### src/rtl/draw_sequencer.sv
// Runs N drawing engines one after another through their start/done handshake
// and routes the running engine onto the single shared vga_adapter port.
module draw_sequencer #(
    parameter int N_CLIENTS      = 2,
    parameter int X_WIDTH        = 8,
    parameter int Y_WIDTH        = 7,
    parameter int COLOUR_WIDTH   = 3,
    parameter int TIMEOUT_CYCLES = 0
) (
    input  logic                              clk,
    input  logic                              rst_n,
    input  logic                              start,
    input  logic [N_CLIENTS-1:0]              enable_mask,
    output logic                              done,
    output logic                              busy,
    output logic                              error,
    output logic [3:0]                        cur_client,
    output logic [N_CLIENTS-1:0]              client_start,
    input  logic [N_CLIENTS-1:0]              client_done,
    input  logic [N_CLIENTS*X_WIDTH-1:0]      client_x,
    input  logic [N_CLIENTS*Y_WIDTH-1:0]      client_y,
    input  logic [N_CLIENTS*COLOUR_WIDTH-1:0] client_colour,
    input  logic [N_CLIENTS-1:0]              client_plot,
    output logic [X_WIDTH-1:0]                vga_x,
    output logic [Y_WIDTH-1:0]                vga_y,
    output logic [COLOUR_WIDTH-1:0]           vga_colour,
    output logic                              vga_plot
);

    localparam int IDX_W = (N_CLIENTS > 1) ? $clog2(N_CLIENTS) : 1;
    localparam int WD_W  = (TIMEOUT_CYCLES > 1) ? $clog2(TIMEOUT_CYCLES) : 1;
    localparam bit WD_ON = (TIMEOUT_CYCLES > 0);
    localparam logic [WD_W-1:0] WD_LAST = WD_W'((TIMEOUT_CYCLES > 0) ? TIMEOUT_CYCLES - 1 : 0);

    typedef enum logic [1:0] {IDLE, RUN, GAP, DONE} state_t;

    state_t             state;
    logic [IDX_W-1:0]   index;
    logic [N_CLIENTS-1:0] mask;
    logic [WD_W-1:0]    wd_cnt;

    logic               first_found;
    logic [IDX_W-1:0]   first_idx;
    logic               next_found;
    logic [IDX_W-1:0]   next_idx;
    logic               run_done;
    logic               wd_expired;

    // Scanning from the top down leaves the lowest qualifying index in place.
    always_comb begin
        // NOTE: every always_comb output gets a default first, so no path holds a stale value and no latch is inferred.
        first_found = 1'b0;
        first_idx   = '0;
        next_found  = 1'b0;
        next_idx    = '0;
        run_done    = 1'b0;
        for (int i = N_CLIENTS - 1; i >= 0; i--) begin
            if (enable_mask[i]) begin
                first_found = 1'b1;
                first_idx   = IDX_W'(i);
            end
            if (mask[i] && (i > int'(index))) begin
                next_found = 1'b1;
                next_idx   = IDX_W'(i);
            end
            if (index == IDX_W'(i)) begin
                run_done = client_done[i];
            end
        end
    end

    assign wd_expired = WD_ON && (wd_cnt == WD_LAST);

    always_ff @(posedge clk) begin
        // NOTE: sequential state uses non-blocking assignments so every register samples pre-edge values.
        if (!rst_n) begin
            state  <= IDLE;
            index  <= '0;
            mask   <= '0;
            wd_cnt <= '0;
            error  <= 1'b0;
        end else begin
            case (state)
                IDLE: begin
                    if (start) begin
                        mask   <= enable_mask;
                        error  <= 1'b0;
                        wd_cnt <= '0;
                        if (first_found) begin
                            state <= RUN;
                            index <= first_idx;
                        end else begin
                            state <= DONE;
                        end
                    end
                end
                RUN: begin
                    wd_cnt <= wd_cnt + 1'b1;
                    if (run_done) begin
                        state <= GAP;
                    end else if (wd_expired) begin
                        error <= 1'b1;
                        state <= GAP;
                    end
                end
                GAP: begin
                    wd_cnt <= '0;
                    if (next_found) begin
                        state <= RUN;
                        index <= next_idx;
                    end else begin
                        state <= DONE;
                    end
                end
                DONE: begin
                    if (!start) state <= IDLE;
                end
                default: state <= IDLE;
            endcase
        end
    end

    // Engine outputs reach the port only while that engine is running, with no added latency.
    always_comb begin
        client_start = '0;
        vga_x        = '0;
        vga_y        = '0;
        vga_colour   = '0;
        vga_plot     = 1'b0;
        if (state == RUN) begin
            for (int i = 0; i < N_CLIENTS; i++) begin
                if (index == IDX_W'(i)) begin
                    client_start[i] = 1'b1;
                    vga_x           = client_x[i*X_WIDTH +: X_WIDTH];
                    vga_y           = client_y[i*Y_WIDTH +: Y_WIDTH];
                    vga_colour      = client_colour[i*COLOUR_WIDTH +: COLOUR_WIDTH];
                    vga_plot        = client_plot[i];
                end
            end
        end
    end

    assign done       = (state == DONE);
    assign busy       = (state == RUN) || (state == GAP);
    assign cur_client = (state == RUN) ? 4'(index) : 4'd0;

endmodule

### config.mk
export PLATFORM = sky130hd
export DESIGN_NAME = draw_sequencer
export DESIGN_NICKNAME = d
export VERILOG_FILES = /design/src/rtl/draw_sequencer.sv
export SDC_FILE = /design/constraint.sdc
export NUM_CORES = 1
export LEC_CHECK = 0
export ABC_AREA = 1
export BUFFER_PORTS_ARGS = -buffer_cell sky130_fd_sc_hd__buf_2
export CORE_MARGIN = 2
export CORE_UTILIZATION = 38
export DETAILED_ROUTE_END_ITERATION = 10
export GPL_TIMING_DRIVEN = 0
export PLACE_DENSITY = 0.95
export RECOVER_POWER = 50
export SYNTH_ARGS = -nofsm -noshare
export SYNTH_HDL_FRONTEND = slang
export SYNTH_SLANG_ARGS = --single-unit
### constraint.sdc
create_clock -name clk -period 2.7 [get_ports clk]
set_input_delay 0.405 -clock clk [delete_from_list [all_inputs] [get_ports clk]]
set_output_delay 0.405 -clock clk [all_outputs]
set_load 0.05 [all_outputs]
==> results.sh, run 1 <==
export IMPL_fin_setup_tns_ns=0
export IMPL_vias_per_cell=4.50
export IMPL_design_area_mm2=0.00110
export IMPL_grt_setup_unrepaired="no"
export IMPL_clock_fmax_mhz=453
export IMPL_fin_cells=227
export IMPL_fin_crit_sh_pct=81.7
export IMPL_p_leak_nw=0.664
export IMPL_power_mw=1.31
export IMPL_dr_pass1_iters=4
export IMPL_antenna_found_initial=0
export IMPL_worstPathRequired_ns=2.30
export IMPL_postPlaceCellArea_mm2=0.00109
export IMPL_gp_congestion=0.817
export IMPL_die_y_um=47.1
export IMPL_ys_warn_count=0
export IMPL_layout_common_cells="61 x buf_2, 39 x nor2_1, 20 x o21ai_0"
export IMPL_grt_pass1_wl_um=2680
export IMPL_clk_path_buf_depth=2
export IMPL_dp_cells=224
export IMPL_cap_violations=0
export IMPL_timing_rr_start="state[0]"
export IMPL_finalNetCount=255
export IMPL_reg2reg_depth=8
export IMPL_r2r_slack_ns=1.33
export IMPL_antennaDiodeCount=0
export IMPL_p_per_area_mw_per_mm2=1200
export IMPL_multi_input_area_um2=515
export IMPL_cts_tree="built"
export IMPL_place_ws_ns=0.781
export IMPL_status="finished clean"
export IMPL_cts_made_buffers=3
export IMPL_slowest_stage="clkbuf_1"
export IMPL_initial_core_util_pct=40.5
export IMPL_cp_start_kind="flip-flop"
export IMPL_yosys_register_bits=4
export IMPL_worstHoldPathType="in2reg"
export IMPL_ctsResizeCount=0
export IMPL_critical_path_max_fanout=10
export IMPL_die_area_mm2=0.00222
export IMPL_seq_area_um2=80.1
export IMPL_insertion_delay_ns=0.24
export IMPL_crit_path_cell_trace="inv_1 -> ha_1 -> buf_2 -> o21ai_0 -> nor2_1 -> clkbuf_1"
export IMPL_syn_inst=128
export IMPL_vias=1022
export IMPL_path_clk_slew_ns=0.04
export IMPL_overflow=0
export IMPL_cts_sinks=4
export IMPL_min_path_cells=3
export IMPL_relSlewSlack_pct=59.4
export IMPL_min_to="index"
export IMPL_drive_above_1_share_pct=42.1
export IMPL_io_pins=73
export IMPL_cp_arrival_ns=1.80
export IMPL_syn2layout_area_growth_pct=55.2
export IMPL_hold_viol=0
export IMPL_tightest_slew_ns=0.612
export IMPL_drt_initial_drc_count=9
export IMPL_end_kind="output pin"
export IMPL_cts_root_buf="clkbuf_4"
export IMPL_core_mm2=0.00175
export IMPL_path_class="reg2out"
export IMPL_setup_viol=0
export IMPL_fin_ws_ns=0.494
export IMPL_synth_cell_types=17
export IMPL_synth_area_per_cell_um2=5.52
export IMPL_max_vdd_ir_drop_mv=0.778
export IMPL_wl_per_cell_um=8.59
export IMPL_hold_buffers=0
export IMPL_grt_max_degree=11
export IMPL_syn_cell_area_um2=707
export IMPL_synth_seq_area_share_pct=11.3
export IMPL_r2r_end="state[1]"
export IMPL_wirelength_um=1950
export IMPL_fillers=189
export IMPL_min_from="rst_n"
export IMPL_min_period_ns=2.21
export IMPL_clock_skew_ns=0.00412
export IMPL_rows=15
export IMPL_die_w_um=47.1
export IMPL_h_tree_depth=1
export IMPL_slowest_delay_ns=0.48
export IMPL_grt_pass1_vias=738
export IMPL_post_cts_buffers=0
export IMPL_track_usage_pct=16.8
export IMPL_final_common_cell="buf_2"
export IMPL_route_detailed_drc=0
export IMPL_ant_nets=0
export IMPL_port_buffers=68
export IMPL_dp_hpwl_um=1660
export IMPL_final_max_slew_violation_count=0
[flip-flops by register name, indices dropped and copies added, names as in the netlist]
name and cells:
state 2, mask 1, index 1
[cell type report]
cell class / count / share of cell area (%)
Multi-Input combinational cell: 105 / 47.0
Timing Repair Buffer: 68 / 29.9
Sequential cell: 4 / 7.30
Buffer: 11 / 7.18
Inverter: 11 / 3.76
Tap cell: 25 / 2.85
Clock buffer: 3 / 2.05
[stage by stage]
stage / utilization (%) / hold slack (ns)
floorplan: - / 0.435
global placement: 62.4 / 0.449
detailed placement: 62.4 / 0.453
CTS: 63.7 / 0.412
global route: 62.9 / 0.417
finish: 62.9 / 0.422
[Yosys cell counts, drive strengths merged]
library cell / number / share of area [%]
nor2: 50 / 31
o21ai: 20 / 14
nand2: 18 / 9.9
inv: 11 / 5.8
buf: 10 / 11
ha: 6 / 11
dfxtp: 4 / 11
nand3: 4 / 3.5
a21oi: 3 / 2.1
clkbuf: 1 / 0.53
conb: 1 / 0.53
[how the worst max path moves through the flow]
stage / startpoint / end / slack, ns
4_1_cts: state[1] / vga_y[4] / 0.52
3_3_place_gp: state[1] / vga_y[4] / 0.79
6_report: state[1] / vga_y[1] / 0.49
2_1_floorplan: state[1] / vga_x[0] / 0.69
5_1_grt: state[1] / vga_x[6] / 0.34
3_5_place_dp: state[1] / vga_y[4] / 0.78
[layer usage]
| layer | GRT usage, % | routed length [um] | vias to the layer above |
|---|---|---|---|
| met5 | 0 | 0 | - |
| met4 | 3.33 | 0 | 0 |
| met3 | 7.31 | 206 | 0 |
| met2 | 31.5 | 969 | 43 |
| met1 | 17.3 | 773 | 443 |
| li1 | - | - | 536 |
[cell families after synthesis]
kind of cell | count (synthesis) | synth area share, %
buffers and inverters | 22 | 17.0
other | 1 | 0.530
DFF | 4 | 11.3
AOI/OAI and AO/OA | 23 | 16.3
adders and majority gates | 6 | 10.6
and+or+nand+nor | 72 | 44.2
[report_power, final]
group / total [mW] / switching, mW / internal, mW / leakage, nW
clock: 0.0751 / 0.0253 / 0.0498 / 0.0138
sequential: 0.108 / 0.0246 / 0.0836 / 0.0331
combinational: 1.13 / 0.844 / 0.287 / 0.617
total: 1.31 / 0.894 / 0.421 / 0.664
[worst max-delay path: cells and delay by family (launching register included)]
family,cells,cell delay (ns)
AO/OA/AOI/OAI,1,0.10
AND/OR/NAND/NOR,1,0.09
flip-flops,1,0.32
buffers and inverters,3,0.82
adder cells (fa/ha/maj),1,0.23
(Power assumes the default switching activity.)
==> run 2, diff against run 1 <==
- ABC_AREA: 1 -> 0
- CORE_UTILIZATION: 38 -> 35
- PLACE_DENSITY: 0.95 -> 0.91
- clock period: 2.7 -> 2.1 ns (I/O delays scaled with it)
==> results.sh, run 2 <==
export IMPL_status="finished clean"
export IMPL_die_w_um=48.9
export IMPL_min_period_ns=1.95
export IMPL_cts_tree="built"
export IMPL_grt_pass1_vias=823
export IMPL_synth_async_reset_ratio_pct=0
export IMPL_power_mw=1.51
export IMPL_route_detailed_drc=0
export IMPL_synth_cell_types=23
export IMPL_layout_common_cells="61 x buf_2, 21 x nor2b_1, 20 x mux2i_1"
export IMPL_fin_crit_sh_pct=92.6
export IMPL_met3_length_um=186
export IMPL_wl_per_cell_um=11.4
export IMPL_wl_met2_um=1160
export IMPL_drt_initial_drc_count=6
export IMPL_track_usage_pct=17.7
export IMPL_core_mm2=0.00192
export IMPL_syn_cell_area_um2=706
export IMPL_final_common_cell="buf_2"
export IMPL_finalNetCount=213
export IMPL_ant_nets=0
export IMPL_clock_fmax_mhz=514
export IMPL_fin_setup_tns_ns=0
export IMPL_top_regs="state (2), index (1), mask (1)"
export IMPL_relSlewSlack_pct=58.9
export IMPL_slowest_delay_ns=0.32
export IMPL_largest_reg_flops=2
export IMPL_synth_top_area_share_pct=28.4
export IMPL_yosys_area_share_simple_pct=25.0
export IMPL_rows=16
export IMPL_synth_edf_count=0
export IMPL_initial_core_util_pct=36.7
export IMPL_dp_hpwl_um=1820
export IMPL_critical_path_max_fanout=10
export IMPL_synthXorXnorAreaFrac_pct=0
export IMPL_port_buffers=68
export IMPL_p_leak_nw=0.596
export IMPL_grt_pass1_wl_um=3390
export IMPL_h_tree_depth=1
export IMPL_wl_met1_um=761
export IMPL_dr_pass1_iters=2
export IMPL_io_pins=73
export IMPL_vias_per_cell=4.51
export IMPL_die_area_mm2=0.00239
export IMPL_grt_setup_unrepaired="no"
export IMPL_max_vdd_ir_drop_mv=0.736
export IMPL_synth_area_per_cell_um2=8.21
export IMPL_synth_area_leader_cell="mux2i_1"
export IMPL_insertion_delay_ns=0.24
export IMPL_grt_max_degree=11
export IMPL_cp_arrival_ns=1.63
export IMPL_dr_max_layer_used="met4"
export IMPL_p_per_area_mw_per_mm2=1380
export IMPL_final_max_slew_violation_count=0
export IMPL_drive_above_1_share_pct=49.4
export IMPL_die_y_um=48.9
export IMPL_end_kind="output pin"
export IMPL_path_class="reg2out"
export IMPL_slowest_stage="dfxtp_1"
export IMPL_cp_start_kind="flip-flop"
export IMPL_synth_seq_area_share_pct=11.3
export IMPL_worstPathRequired_ns=1.78
export IMPL_tightest_slew_ns=0.619
export IMPL_synth_commonest_cells="21 x nor2b_1, 20 x mux2i_1, 6 x buf_4, 6 x ha_1"
export IMPL_antennaDiodeCount=0
export IMPL_vias=844
export IMPL_syn2layout_area_growth_pct=54.8
export IMPL_wirelength_um=2130
export IMPL_synth_most_common_cell="nor2b_1"
export IMPL_overflow=0
export IMPL_cts_made_buffers=3
export IMPL_ys_warn_count=0
export IMPL_setup_viol=0
export IMPL_crit_path_cell_trace="inv_1 -> ha_2 -> clkbuf_2 -> and2_1 -> buf_4 -> buf_2"
export IMPL_cts_root_buf="clkbuf_4"
export IMPL_hold_viol=0
export IMPL_yosys_register_bits=4
export IMPL_path_clk_slew_ns=0.04
export IMPL_synth_compound_area_share_pct=13.1
export IMPL_antenna_found_initial=0
export IMPL_clk_path_buf_depth=2
export IMPL_cap_violations=0
export IMPL_hold_slack_ns=0.334
export IMPL_synth_area_leaders="mux2i_1 28%, nor2b_1 19%, dfxtp_1 11%"
export IMPL_clock_skew_ns=0.00333
export IMPL_fillers=185
export IMPL_ys_flop_type="dfxtp_1"
export IMPL_top_register="state"
export IMPL_yosys_area_share_adder_pct=10.6
export IMPL_syn_inst=86
export IMPL_synth_top_family_by_area="multiplexers"
export IMPL_worstHoldPathType="in2reg"
export IMPL_synthMuxAreaShare_pct=28.4
export IMPL_gp_congestion=0.733
export IMPL_cts_sinks=4
## run 2: cell types whose count changed after synthesis, moves of 5 or more
cell,change
nor2b_1,+21
nor2_1,-36
nand2_1,-15
inv_1,-5
o21ai_0,-19
nor2_2,-12
mux2i_1,+20
## run 2: what timing repair did
item | 4_1_cts | 5_1_grt
pin swaps | 0 | 0
hold buffers | 0 | 0
resized for setup | 1 | 3
setup buffers | 0 | 0
gates cloned | 0 | 0
endpoints found under the setup margin | 1 | 11
## run 2: per-stage QoR
| stage | worst slack [ns] | instances | util (%) | instance area [um^2] |
|---|---|---|---|---|
| after detailed placement | 0.232 | 184 | 56.8 | 1090 |
| after global placement | 0.315 | 184 | 56.8 | 1090 |
| after CTS | 0.0557 | 187 | 58.0 | 1110 |
| after global routing | 0.0372 | 187 | 56.8 | 1090 |
| final | 0.154 | 187 | 56.8 | 1090 |
| after floorplan | 0.161 | 89 | - | 717 |
## run 2: report_power, final
| group | internal, mW | total (mW) | switching, mW |
|---|---|---|---|
| logic | 0.392 | 1.28 | 0.890 |
| registers | 0.105 | 0.132 | 0.0269 |
| clock network | 0.0641 | 0.0985 | 0.0344 |
## run 2: cell families after synthesis
| group | Yosys count |
|---|---|
| buf+inv | 14 |
| flops | 4 |
| compound gates | 11 |
| fa+ha+maj | 6 |
| mux | 20 |
| other cells | 1 |
| simple gates | 30 |
## run 2: final cells by class
class / instances / area, um^2 / share of cell area (%)
Tap cell: 27 / 33.8 / 3.09
Clock buffer: 3 / 22.5 / 2.06
Inverter: 4 / 15.0 / 1.37
Multi-Input combinational cell: 71 / 539 / 49.4
Sequential cell: 4 / 80.1 / 7.33
Timing Repair Buffer: 68 / 337 / 30.8
Buffer: 10 / 65.1 / 5.96
## run 2: per-layer routing
layer  track usage [%]  up-vias
met5                 0        -
met4              9.52        0
met3              5.21        3
met2              35.8       42
met1              15.0      363
li1                  -      436
## run 2: path summary, 6_finish.rpt
path	to	slack, ns	startpoint	depth (start not counted)
worst max-delay path	cur_client[0]	0.15	state[1]	6
worst min-delay path	state[1]	0.33	rst_n	3
worst max register to register	state[0]	0.34	state[0]	6
worst min register to register	mask[1]	0.48	mask[1]	2
## run 2: critical path, delay by kind of cell (launching register included)
kind,cells,cell delay (ns)
buf+inv,4,0.67
flops,1,0.32
fa+ha+maj,1,0.23
simple gates,1,0.16
